File: src/rtl/apple1_ram_loader_pkg.sv
// Shared types and constants for the Apple-1 RAM loader.
package apple1_loader_pkg;

  typedef enum logic [2:0] {
    ST_IDLE,
    ST_HDR_LO,
    ST_HDR_HI,
    ST_DATA,
    ST_DRAIN
  } loader_state_e;

  localparam int unsigned HDR_BYTES       = 2;
  localparam int unsigned HDR_BITS        = 8 * HDR_BYTES;
  localparam logic [15:0] RAM_TOP_DEFAULT = 16'hBFFF;

  typedef logic [HDR_BITS-1:0] load_addr_t;

  // A pop only reaches RAM when the pointer is still inside the writable window.
  function automatic logic addr_writable(input logic [15:0] ptr,
                                         input logic        past_end,
                                         input logic [15:0] top);
    return !past_end && (ptr <= top);
  endfunction

endpackage

File: src/rtl/apple1_ram_loader_if.sv
// RAM write-port bundle shared between the loader (master) and the RAM (slave).
interface apple1_ram_loader_if;
  logic        ram_slot;
  logic [15:0] ram_addr;
  logic [7:0]  ram_din;
  logic        ram_we;

  modport master (
    input  ram_slot,
    output ram_addr,
    output ram_din,
    output ram_we
  );

  modport slave (
    output ram_slot,
    input  ram_addr,
    input  ram_din,
    input  ram_we
  );
endinterface

File: src/rtl/apple1_ram_loader_fifo.sv
// Small synchronous byte FIFO; a push into a full FIFO is accepted only when a pop happens in the same cycle.
module loader_fifo #(
  parameter int unsigned DEPTH = 4
) (
  input  logic       clk,
  input  logic       reset_n,
  input  logic       i_clr,
  input  logic       i_push,
  input  logic [7:0] i_din,
  input  logic       i_pop,
  output logic       o_full,
  output logic       o_empty,
  output logic       o_drop,
  output logic [7:0] o_dout
);

  localparam int unsigned AW       = (DEPTH > 1) ? $clog2(DEPTH) : 1;
  localparam logic [AW:0] FULL_CNT = (AW + 1)'(DEPTH);

  logic [7:0]    r_mem [DEPTH];
  logic [AW-1:0] r_wr_ptr;
  logic [AW-1:0] r_rd_ptr;
  logic [AW:0]   r_count;
  logic          w_do_push;
  logic          w_do_pop;

  always_comb begin
    o_full    = (r_count == FULL_CNT);
    o_empty   = (r_count == '0);
    w_do_pop  = i_pop && !o_empty && !i_clr;
    w_do_push = i_push && !i_clr && (!o_full || w_do_pop);
    o_drop    = i_push && !i_clr && !w_do_push;
    o_dout    = r_mem[r_rd_ptr];
  end

  always_ff @(posedge clk or negedge reset_n) begin
    if (!reset_n) begin
      r_wr_ptr <= '0;
      r_rd_ptr <= '0;
      r_count  <= '0;
    end else if (i_clr) begin
      r_wr_ptr <= '0;
      r_rd_ptr <= '0;
      r_count  <= '0;
    end else begin
      if (w_do_push) r_wr_ptr <= r_wr_ptr + 1'b1;
      if (w_do_pop)  r_rd_ptr <= r_rd_ptr + 1'b1;
      if (w_do_push && !w_do_pop)
        r_count <= r_count + 1'b1;
      else if (w_do_pop && !w_do_push)
        r_count <= r_count - 1'b1;
    end
  end

  always_ff @(posedge clk) begin
    if (w_do_push) r_mem[r_wr_ptr] <= i_din;
  end

endmodule

File: src/rtl/apple1_ram_loader.sv
// Writes a downloaded file (2-byte LE load address + data) into system RAM using free RAM slots.
// Optional LOADER_CHECKSUM_EN adds a modulo-256 sum of the bytes actually written.
module apple1_ram_loader
  import apple1_loader_pkg::*;
#(
  parameter int unsigned FIFO_DEPTH = 4,
  parameter logic [15:0] RAM_TOP    = RAM_TOP_DEFAULT
) (
  input  logic                       clk,
  input  logic                       reset_n,
  input  logic                       dl_active,
  input  logic                       dl_wr,
  input  logic [7:0]                 dl_data,
  apple1_ram_loader_if.master        ram,
  output logic                       cpu_hold,
  output load_addr_t                 load_addr,
  output logic                       overflow
`ifdef LOADER_CHECKSUM_EN
  ,
  output logic [7:0]                 checksum
`endif
);

  loader_state_e r_state;
  loader_state_e w_next;

  logic        w_enter_hdr;
  logic        w_hdr_lo_wr;
  logic        w_hdr_hi_wr;
  logic        w_push;
  logic        w_pop;
  logic        w_write;
  logic        w_discard;
  logic        w_writable;
  logic        w_full;
  logic        w_empty;
  logic        w_drop;
  logic [7:0]  w_fifo_dout;

  logic        r_cpu_hold;
  logic        r_overflow;
  logic        r_ram_we;
  logic [15:0] r_ram_addr;
  logic [7:0]  r_ram_din;
  load_addr_t  r_load_addr;
  logic [15:0] r_ptr;
  logic        r_ptr_past;

  assign w_writable = addr_writable(r_ptr, r_ptr_past, RAM_TOP);

  always_comb begin
    w_next      = r_state;
    w_enter_hdr = 1'b0;
    w_hdr_lo_wr = 1'b0;
    w_hdr_hi_wr = 1'b0;
    w_push      = 1'b0;
    w_pop       = 1'b0;
    unique case (r_state)
      ST_IDLE: begin
        if (dl_active) begin
          w_next      = ST_HDR_LO;
          w_enter_hdr = 1'b1;
        end
      end
      ST_HDR_LO: begin
        if (!dl_active) begin
          w_next = ST_IDLE;
        end else if (dl_wr) begin
          w_next      = ST_HDR_HI;
          w_hdr_lo_wr = 1'b1;
        end
      end
      ST_HDR_HI: begin
        if (!dl_active) begin
          w_next = ST_IDLE;
        end else if (dl_wr) begin
          w_next      = ST_DATA;
          w_hdr_hi_wr = 1'b1;
        end
      end
      ST_DATA: begin
        w_push = dl_wr;
        w_pop  = ram.ram_slot && !w_empty;
        if (!dl_active) w_next = ST_DRAIN;
      end
      ST_DRAIN: begin
        w_pop = ram.ram_slot && !w_empty;
        // An empty FIFO means the last write (if any) is already on the RAM port.
        if (w_empty) w_next = ST_IDLE;
      end
      default: w_next = ST_IDLE;
    endcase
    w_write   = w_pop && w_writable;
    w_discard = w_pop && !w_writable;
  end

  always_ff @(posedge clk or negedge reset_n) begin
    if (!reset_n) begin
      r_state    <= ST_IDLE;
      r_cpu_hold <= 1'b0;
    end else begin
      r_state    <= w_next;
      r_cpu_hold <= (w_next != ST_IDLE);
    end
  end

  // The pointer saturates at 16'hFFFF; r_ptr_past marks that it has run off the end.
  always_ff @(posedge clk or negedge reset_n) begin
    if (!reset_n) begin
      r_load_addr <= '0;
      r_ptr       <= '0;
      r_ptr_past  <= 1'b0;
    end else begin
      if (w_hdr_lo_wr) r_load_addr[7:0] <= dl_data;
      if (w_hdr_hi_wr) begin
        r_load_addr[15:8] <= dl_data;
        r_ptr             <= {dl_data, r_load_addr[7:0]};
        r_ptr_past        <= 1'b0;
      end else if (w_pop) begin
        if (r_ptr == '1) r_ptr_past <= 1'b1;
        else             r_ptr      <= r_ptr + 1'b1;
      end
    end
  end

  always_ff @(posedge clk or negedge reset_n) begin
    if (!reset_n) begin
      r_ram_we   <= 1'b0;
      r_ram_addr <= '0;
      r_ram_din  <= '0;
    end else begin
      r_ram_we <= w_write;
      if (w_write) begin
        r_ram_addr <= r_ptr;
        r_ram_din  <= w_fifo_dout;
      end
    end
  end

  always_ff @(posedge clk or negedge reset_n) begin
    if (!reset_n)
      r_overflow <= 1'b0;
    else if (w_enter_hdr)
      r_overflow <= 1'b0;
    else if (w_drop || w_discard)
      r_overflow <= 1'b1;
  end

`ifdef LOADER_CHECKSUM_EN
  logic [7:0] r_checksum;

  always_ff @(posedge clk or negedge reset_n) begin
    if (!reset_n)
      r_checksum <= '0;
    else if (w_enter_hdr)
      r_checksum <= '0;
    else if (w_write)
      r_checksum <= r_checksum + w_fifo_dout;
  end

  assign checksum = r_checksum;
`endif

  loader_fifo #(
    .DEPTH (FIFO_DEPTH)
  ) u_fifo (
    .clk     (clk),
    .reset_n (reset_n),
    .i_clr   (w_enter_hdr),
    .i_push  (w_push),
    .i_din   (dl_data),
    .i_pop   (w_pop),
    .o_full  (w_full),
    .o_empty (w_empty),
    .o_drop  (w_drop),
    .o_dout  (w_fifo_dout)
  );

  assign ram.ram_we   = r_ram_we;
  assign ram.ram_addr = r_ram_addr;
  assign ram.ram_din  = r_ram_din;
  assign cpu_hold     = r_cpu_hold;
  assign load_addr    = r_load_addr;
  assign overflow     = r_overflow;

endmodule

File: src/flat_wrapper.sv
// flat-port wrapper written by rule: the top's interface ports become plain ports
module apple1_ram_loader_flat import apple1_loader_pkg::*;
#(
  parameter int unsigned FIFO_DEPTH = 4,
  parameter logic [15:0] RAM_TOP    = RAM_TOP_DEFAULT
)
  (clk, reset_n, dl_active, dl_wr, dl_data, cpu_hold, load_addr, overflow, ram_ram_slot, ram_ram_addr, ram_ram_din, ram_ram_we);
  apple1_ram_loader_if ram_i ();
  input  logic clk;
  input  logic reset_n;
  input  logic dl_active;
  input  logic dl_wr;
  input  logic [7:0] dl_data;
  output logic cpu_hold;
  output load_addr_t load_addr;
  output logic overflow;
  input wire logic [$bits(ram_i.ram_slot)-1:0] ram_ram_slot;
  output wire logic [$bits(ram_i.ram_addr)-1:0] ram_ram_addr;
  output wire logic [$bits(ram_i.ram_din)-1:0] ram_ram_din;
  output wire logic [$bits(ram_i.ram_we)-1:0] ram_ram_we;
  assign ram_i.ram_slot = ram_ram_slot;
  assign ram_ram_addr = ram_i.ram_addr;
  assign ram_ram_din = ram_i.ram_din;
  assign ram_ram_we = ram_i.ram_we;
  apple1_ram_loader #(.FIFO_DEPTH(FIFO_DEPTH), .RAM_TOP(RAM_TOP)) u_core (.clk(clk), .reset_n(reset_n), .dl_active(dl_active), .dl_wr(dl_wr), .dl_data(dl_data), .ram(ram_i), .cpu_hold(cpu_hold), .load_addr(load_addr), .overflow(overflow));
endmodule
File: config.mk
export PLATFORM = sky130hd
export DESIGN_NAME = apple1_ram_loader_flat
export DESIGN_NICKNAME = d
export VERILOG_FILES = /design/src/rtl/apple1_ram_loader_pkg.sv /design/src/rtl/apple1_ram_loader_if.sv /design/src/rtl/apple1_ram_loader_fifo.sv /design/src/rtl/apple1_ram_loader.sv /design/src/flat_wrapper.sv
export SDC_FILE = /design/constraint.sdc
export NUM_CORES = 1
export LEC_CHECK = 0
export ABC_AREA = 0
export BUFFER_PORTS_ARGS = -buffer_cell sky130_fd_sc_hd__buf_4
export CORE_MARGIN = 8
export CORE_UTILIZATION = 55
export DETAILED_ROUTE_END_ITERATION = 8
export GPL_TIMING_DRIVEN = 1
export PLACE_DENSITY = 0.74
export SLEW_MARGIN = 0
export SYNTH_ARGS = -nofsm -noshare
export SYNTH_HDL_FRONTEND = slang
export SYNTH_SLANG_ARGS = --single-unit
File: constraint.sdc
create_clock -name clk -period 7.4 [get_ports clk]
set_input_delay 0.74 -clock clk [delete_from_list [all_inputs] [get_ports clk]]
set_output_delay 0.74 -clock clk [all_outputs]
set_load 0.02 [all_outputs]
Yosys cells after proc, flatten, opt, wreduce, memory -nomap -nowiden --
Memories as Yosys holds them, arrays and structs flattened. A register that Yosys moved wholly into a read port is not among the register bits. Index checks and enable logic that the tools add are counted.
Storage, ports and cells: register bits after elaboration 62, bits of input ports 13, memory bits (writable) 32, memories 1
Memories:
- u_core.u_fifo.r_mem | depth 4, width 8, rd ports 1, clocked after Yosys merged registers in 1, wr ports 1, RTL line apple1_ram_loader_fifo.sv:20 | logic [7:0] r_mem [DEPTH];
Cells by class: reduce and logical (&&, ||, !) cells 33, multiplexer cells 33, $lt $le $gt $ge 1, add/sub/neg operators 5, eq/ne operators 7
Operators by type and width (number):
- $mux 16 | 3
- $mux 3 | 10
- $add 16x1->16 const B | 1
- $eq 16x16->1 const B | 1
- $le 16x16->1 const B | 1
- $mux 1 | 15
- $pmux 3 s5 | 1
- $logic_and 1x1->1 | 11
- $reduce_bool 2->1 | 5
- $logic_not 1->1 | 8
- $mux 2 | 4
- $eq 3x2->1 const B | 2
- $eq 3x3->1 const B | 2
- $logic_not 3->1 | 2
- $reduce_bool 3->1 | 2
- $add 2x1->2 const B | 2
- $reduce_and 2->1 | 2
- $add 3x1->3 const B | 1
- $eq 3x1->1 const B | 1
- $sub 3x1->3 const B | 1
- $logic_or 1x1->1 | 2
- $ne 2x1->1 const B | 1
- $reduce_or 2->1 | 1

Longest topological paths before layout --
depth in word-level cells 13, depth in mapped cells 10, gate-level depth less buffers 8

By module --
From an unflattened synthesis, not the netlist that was laid out.
Unflattened totals: cells, all modules 344, area total of the unflattened synthesis 4496.8 µm²
Modules (own cells, without submodules):
- apple1_ram_loader | instances 1, area an instance 2827.7 µm², sequential area each 1576.5 µm², cells each 252
- loader_fifo | instances 1, area an instance 1669.1 µm², sequential area each 1136.1 µm², cells each 92

Worst setup path after synthesis --
Ideal clock, no wire load.
kind register to register, start reg u_core.r_state[0], end reg u_core.u_fifo.r_count[2], slack 4982 ps, data required time 7305 ps, arrival 2322 ps, setup time 95 ps, buffers on the path 2, cell stages (with the launch flop) 10, cells stage by stage dfrtp_1 > buf_2 > or3b_4 > a21o_1 > buf_2 > and3_1 > fa_1 > nor2_1 > a221oi_1 > o31ai_1
Between the ends: cells in the longest elaborated chain, start to end 10
Ends and longest elaborated chain:
- from (decl) | RTL line apple1_ram_loader.sv:24 | loader_state_e r_state;
- from (signal assigned) | RTL line apple1_ram_loader.sv:102 | r_state <= w_next;
- $eq 3x2->1 / $eq 3x3->1 (equally long branches) | RTL line apple1_ram_loader.sv:58 | unique case (r_state)
- $reduce_or 2->1 (no line)
- $mux 1
- $logic_and 1x1->1 (2 in a row) | RTL line apple1_ram_loader_fifo.sv:30 | w_do_pop = i_pop && !o_empty && !i_clr;
- $logic_or 1x1->1 | RTL line apple1_ram_loader_fifo.sv:31 | w_do_push = i_push && !i_clr && (!o_full || w_do_pop);
- $logic_and 1x1->1 | RTL line apple1_ram_loader_fifo.sv:31
- $logic_and 1x1->1 / $logic_not 1->1 (equally long branches) | RTL line apple1_ram_loader_fifo.sv:48, apple1_ram_loader_fifo.sv:50
- $mux 3 / $logic_and 1x1->1 (equally long branches) | RTL line apple1_ram_loader_fifo.sv:48, apple1_ram_loader_fifo.sv:50
- $mux 3 / $reduce_bool 3->1 (equally long branches)
- to (signal assigned) | RTL line apple1_ram_loader_fifo.sv:49 | r_count <= r_count + 1'b1;
- to (signal assigned) | RTL line apple1_ram_loader_fifo.sv:51 | r_count <= r_count - 1'b1;
- to (decl) | RTL line apple1_ram_loader_fifo.sv:23 | logic [AW:0] r_count;
Parallel ways exist; a longest one is shown, timed or not. A chain may end at the register's enable or synchronous reset.

Final worst setup path --
Same ends and word-level chain as after synthesis.

==> metrics.md <==
| Metric | Value |
|---|---|
| Status | finished, final reports clean |
| Setup violators final | 0 |
| Hold Crit Class | primary input to async pin |
| Crit-path slowest cell | dfrtp_1 |
| Final Slew Violations | 0 |
| Most used DFF post-synth | dfrtp_1 |
| Count leader, synth | dfrtp_1 |
| Setup slack after layout | roughly 4.8 ns |
| Vias in the first global route | ~2900 |
| Gr ovfl total | 0 |
| Tmin final | between 2 and 3 ns |
| Number of synthesized flops with an enable pin | 32 |
| RePlAce Congestion | between 0.8 and 0.9 |
| Post-CTS sizing | 0 |
| Post-Place Cell Area | about 5000 um2 |
| WP buf/inv | 0 |
| Clock buffer depth | 2 |
| VDD IR max | ~0.00018 V |
| Layout Area Growth over Synthesis | 14.8% |
| Post-DP HPWL | between 6000 and 7000 um |
| # hold bufs at CTS | 0 |
| # H-tree levels | 3 |
| Core area | between 7000 and 8000 um2 |
| Layout cells sized above 1 | 0.304 |
| # DRC | 0 |
| Area of the mapped netlist | 4430 um2 |
| Rel. slew slack | 0.381 |
| Most frequent cells after synthesis | dfrtp_1 (70), nand2_1 (43), edfxtp_1 (32) |
| IO Port Bufs | 55 |
| Syn_area_per_cell | 13.2 um2 |
| Die ar. | 11200 um2 |
| Critical path cell sequence | or3b_4, a21o_1, and3_1, fa_1, nor2_1, a221oi_1, o31ai_1 |
| Initial DRC count | 163 |
| Async set or reset register ratio after synthesis | 0.686 |
| Cell taking the most area after synthesis | dfrtp_1 |
| Post-Syn Nets | around 360 |
| Synthesized instance count | 337 |
| Die W | approximately 110 um |
| RSZ-0062 raised after global routing | false |
| Post-Layout Inst Area | 5090 um2 |
| Clock Sink Count | a little over 100 |
| Classification of the worst setup path | register to register |
| Pre-antenna DRT Iters | 5 |
| DR WL/cell | roughly 19 um |
| Worst Setup End Kind | register |
| Cell depth of the worst flop-to-flop path | 7 |
| Post-synth cell types | 53 |
| Kind of cell adding the most delay to the critical path | simple AND/OR/NAND/NOR gates |
| Setup Fix Bufs, Post-CTS | 0 |
| Synth Register Bits | a little over 100 |
| Clock transition at path regs | around 0.11 ns |
| Tightest Pin Transition | 0.921 ns |
| Top cell type's share of synthesized area | 0.395 |
| Ports | 56 |
| Number of diodes | 0 |
| Largest net degree at the start of global routing | 71 |
| Number of vias per cell | roughly 5.8 |
| WP data required | between 7 and 8 ns |
| Static Leak | between 2 and 2.5 nW |
| Post-Layout Cell Count | 497 |
| Max-cap violations | 0 |
| Wirelength, routed | a little over 9000 um |
| Starting density of the core | 0.571 |
| Row count | 32 |
| Worst skew pair latency | approximately 0.36 ns |
| Initial antenna violation count | 0 |
| Worst Skew | 0.0110 ns |
| Gr usage total | 0.173 |
| Dpl cells | a little under 500 |
| Final setup TNS | 0 ns |
| First-pass GRT wire length | ~16000 um |
| Yosys synthesis warning count | 0 |
| Chip height | 106 um |
| Final #Nets | roughly 400 |
| Via Count | 2866 |
| Data arrival, critical path | about 2.9 ns |
| Worst Setup SP | u_core.r_state[0] |
| Period utilisation layout | 0.351 |
| Pwr/cell area | roughly 320 nW/um2 |
| Setup slack, reg-to-reg | about 4.8 ns |
| Synth top area cells | dfrtp_1 (40%), edfxtp_1 (22%), mux2_2 (7.6%), mux4_2 (4.1%), nand2_1 (3.6%) |
| Pre-CTS WS | 4.80 ns |
| Crit-path max FO | 12 |
| CTS root buf | clkbuf_8 |
| CP peak stage delay | between 0.4 and 0.5 ns |
| CTS tree | yes |
| Fmax | 385 MHz |
| Setup crit start kind | register |
| Final Hold Viols | 0 |
| Reg2reg end | u_core.u_fifo.r_count[2] |
| RR Startpoint | u_core.r_state[0] |
| Seq/Total Area, Yosys | 0.612 |
| Total clock buffers created by CTS | 9 |
| Antenna viol nets, final | 0 |
==> through the flow <==
stage | hold slack, ns | util | power (W)
2_1_floorplan | 0.444 | - | 0.00111
3_3_place_gp | 0.467 | 0.630 | 0.00132
3_5_place_dp | 0.471 | 0.630 | 0.00134
4_1_cts | 0.500 | 0.655 | 0.00167
5_1_grt | 0.528 | 0.655 | 0.00175
6_report | 0.488 | 0.655 | 0.00165
==> cell families after synthesis <==
family	count (synthesis)	share of synthesized area
DFF	102	0.612
AOI/OAI and AO/OA	53	0.0881
xor gates and xnor gates	6	0.0119
muxes	39	0.119
and+or+nand+nor	107	0.122
buffers and inverters	24	0.0282
adders and majority gates	6	0.0186
==> final cells by class <==
type	instances	area, um2
repair buffers	56	420
clock buffers	9	124
clock inverters	7	67.6
fillers	602	2680
well taps	102	128
inverters	10	37.5
multi-input cells	211	1600
flip-flops and latches	102	2710
==> routing by layer <==
metal	GRT usage	up-vias	routed length, um
met5	0	-	0
met4	0.0633	0	118
met3	0.0378	9	469
met2	0.279	71	4680
met1	0.224	1445	4000
li1	-	1341	-
==> state kept, by name, indices dropped and copies added, names as in the netlist <==
register,count
u_core.cpu_hold,1
u_core.load_addr,16
u_core.overflow,1
u_core.r_ptr,16
u_core.r_ptr_past,1
u_core.r_state,3
u_core.ram.ram_addr,16
u_core.ram.ram_din,8
u_core.ram.ram_we,1
u_core.u_fifo.r_count,3
u_core.u_fifo.r_mem,32
u_core.u_fifo.r_rd_ptr,2
u_core.u_fifo.r_wr_ptr,2
==> placed cells by master, fill, tap and decap left out, drive strengths merged, types with 2 or more instances in the layout <==
cell type  netlist  layout
edfxtp          32      32
nand2           45      45
a221o            6       6
o211ai           4       4
nand3            9       9
nand2b           3       3
xor2             4       4
o21ai           11      11
o31a             2       2
and4             2       2
clkbuf           5       9
nand4            5       5
a21o             5       5
a21oi           10      10
nor3            12      12
o311ai           3       3
clkinv           0       3
and2             6       6
mux4             8       8
o22ai            2       2
xnor2            2       2
o31ai            2       2
inv             10      13
buf              9      56
nor2            16      16
mux2            30      30
dfrtp           70      70
nor4             2       2
ha               5       5
==> power breakdown <==
group	total, W	leakage, nW	switching, W	internal (W)
logic	0.000466	0.874	0.000243	0.000223
registers	0.000850	1.20	0.000138	0.000712
clock network	0.000337	0.0950	0.000206	0.000130
==> worst max path at each step <==
stage | end | slack [ns] | depth (start not counted)
floorplan | u_core.u_fifo.r_count[2] | 4.98 | 9
finish | u_core.u_fifo.r_count[2] | 4.80 | 7
detailed placement | u_core.u_fifo.r_count[2] | 4.80 | 8
global route | u_core.u_fifo.r_count[2] | 4.64 | 7
CTS | u_core.u_fifo.r_count[2] | 4.80 | 7
global placement | u_core.u_fifo.r_mem[2][0] | 4.91 | 5
Note: power is estimated with default switching activity, not from simulation.
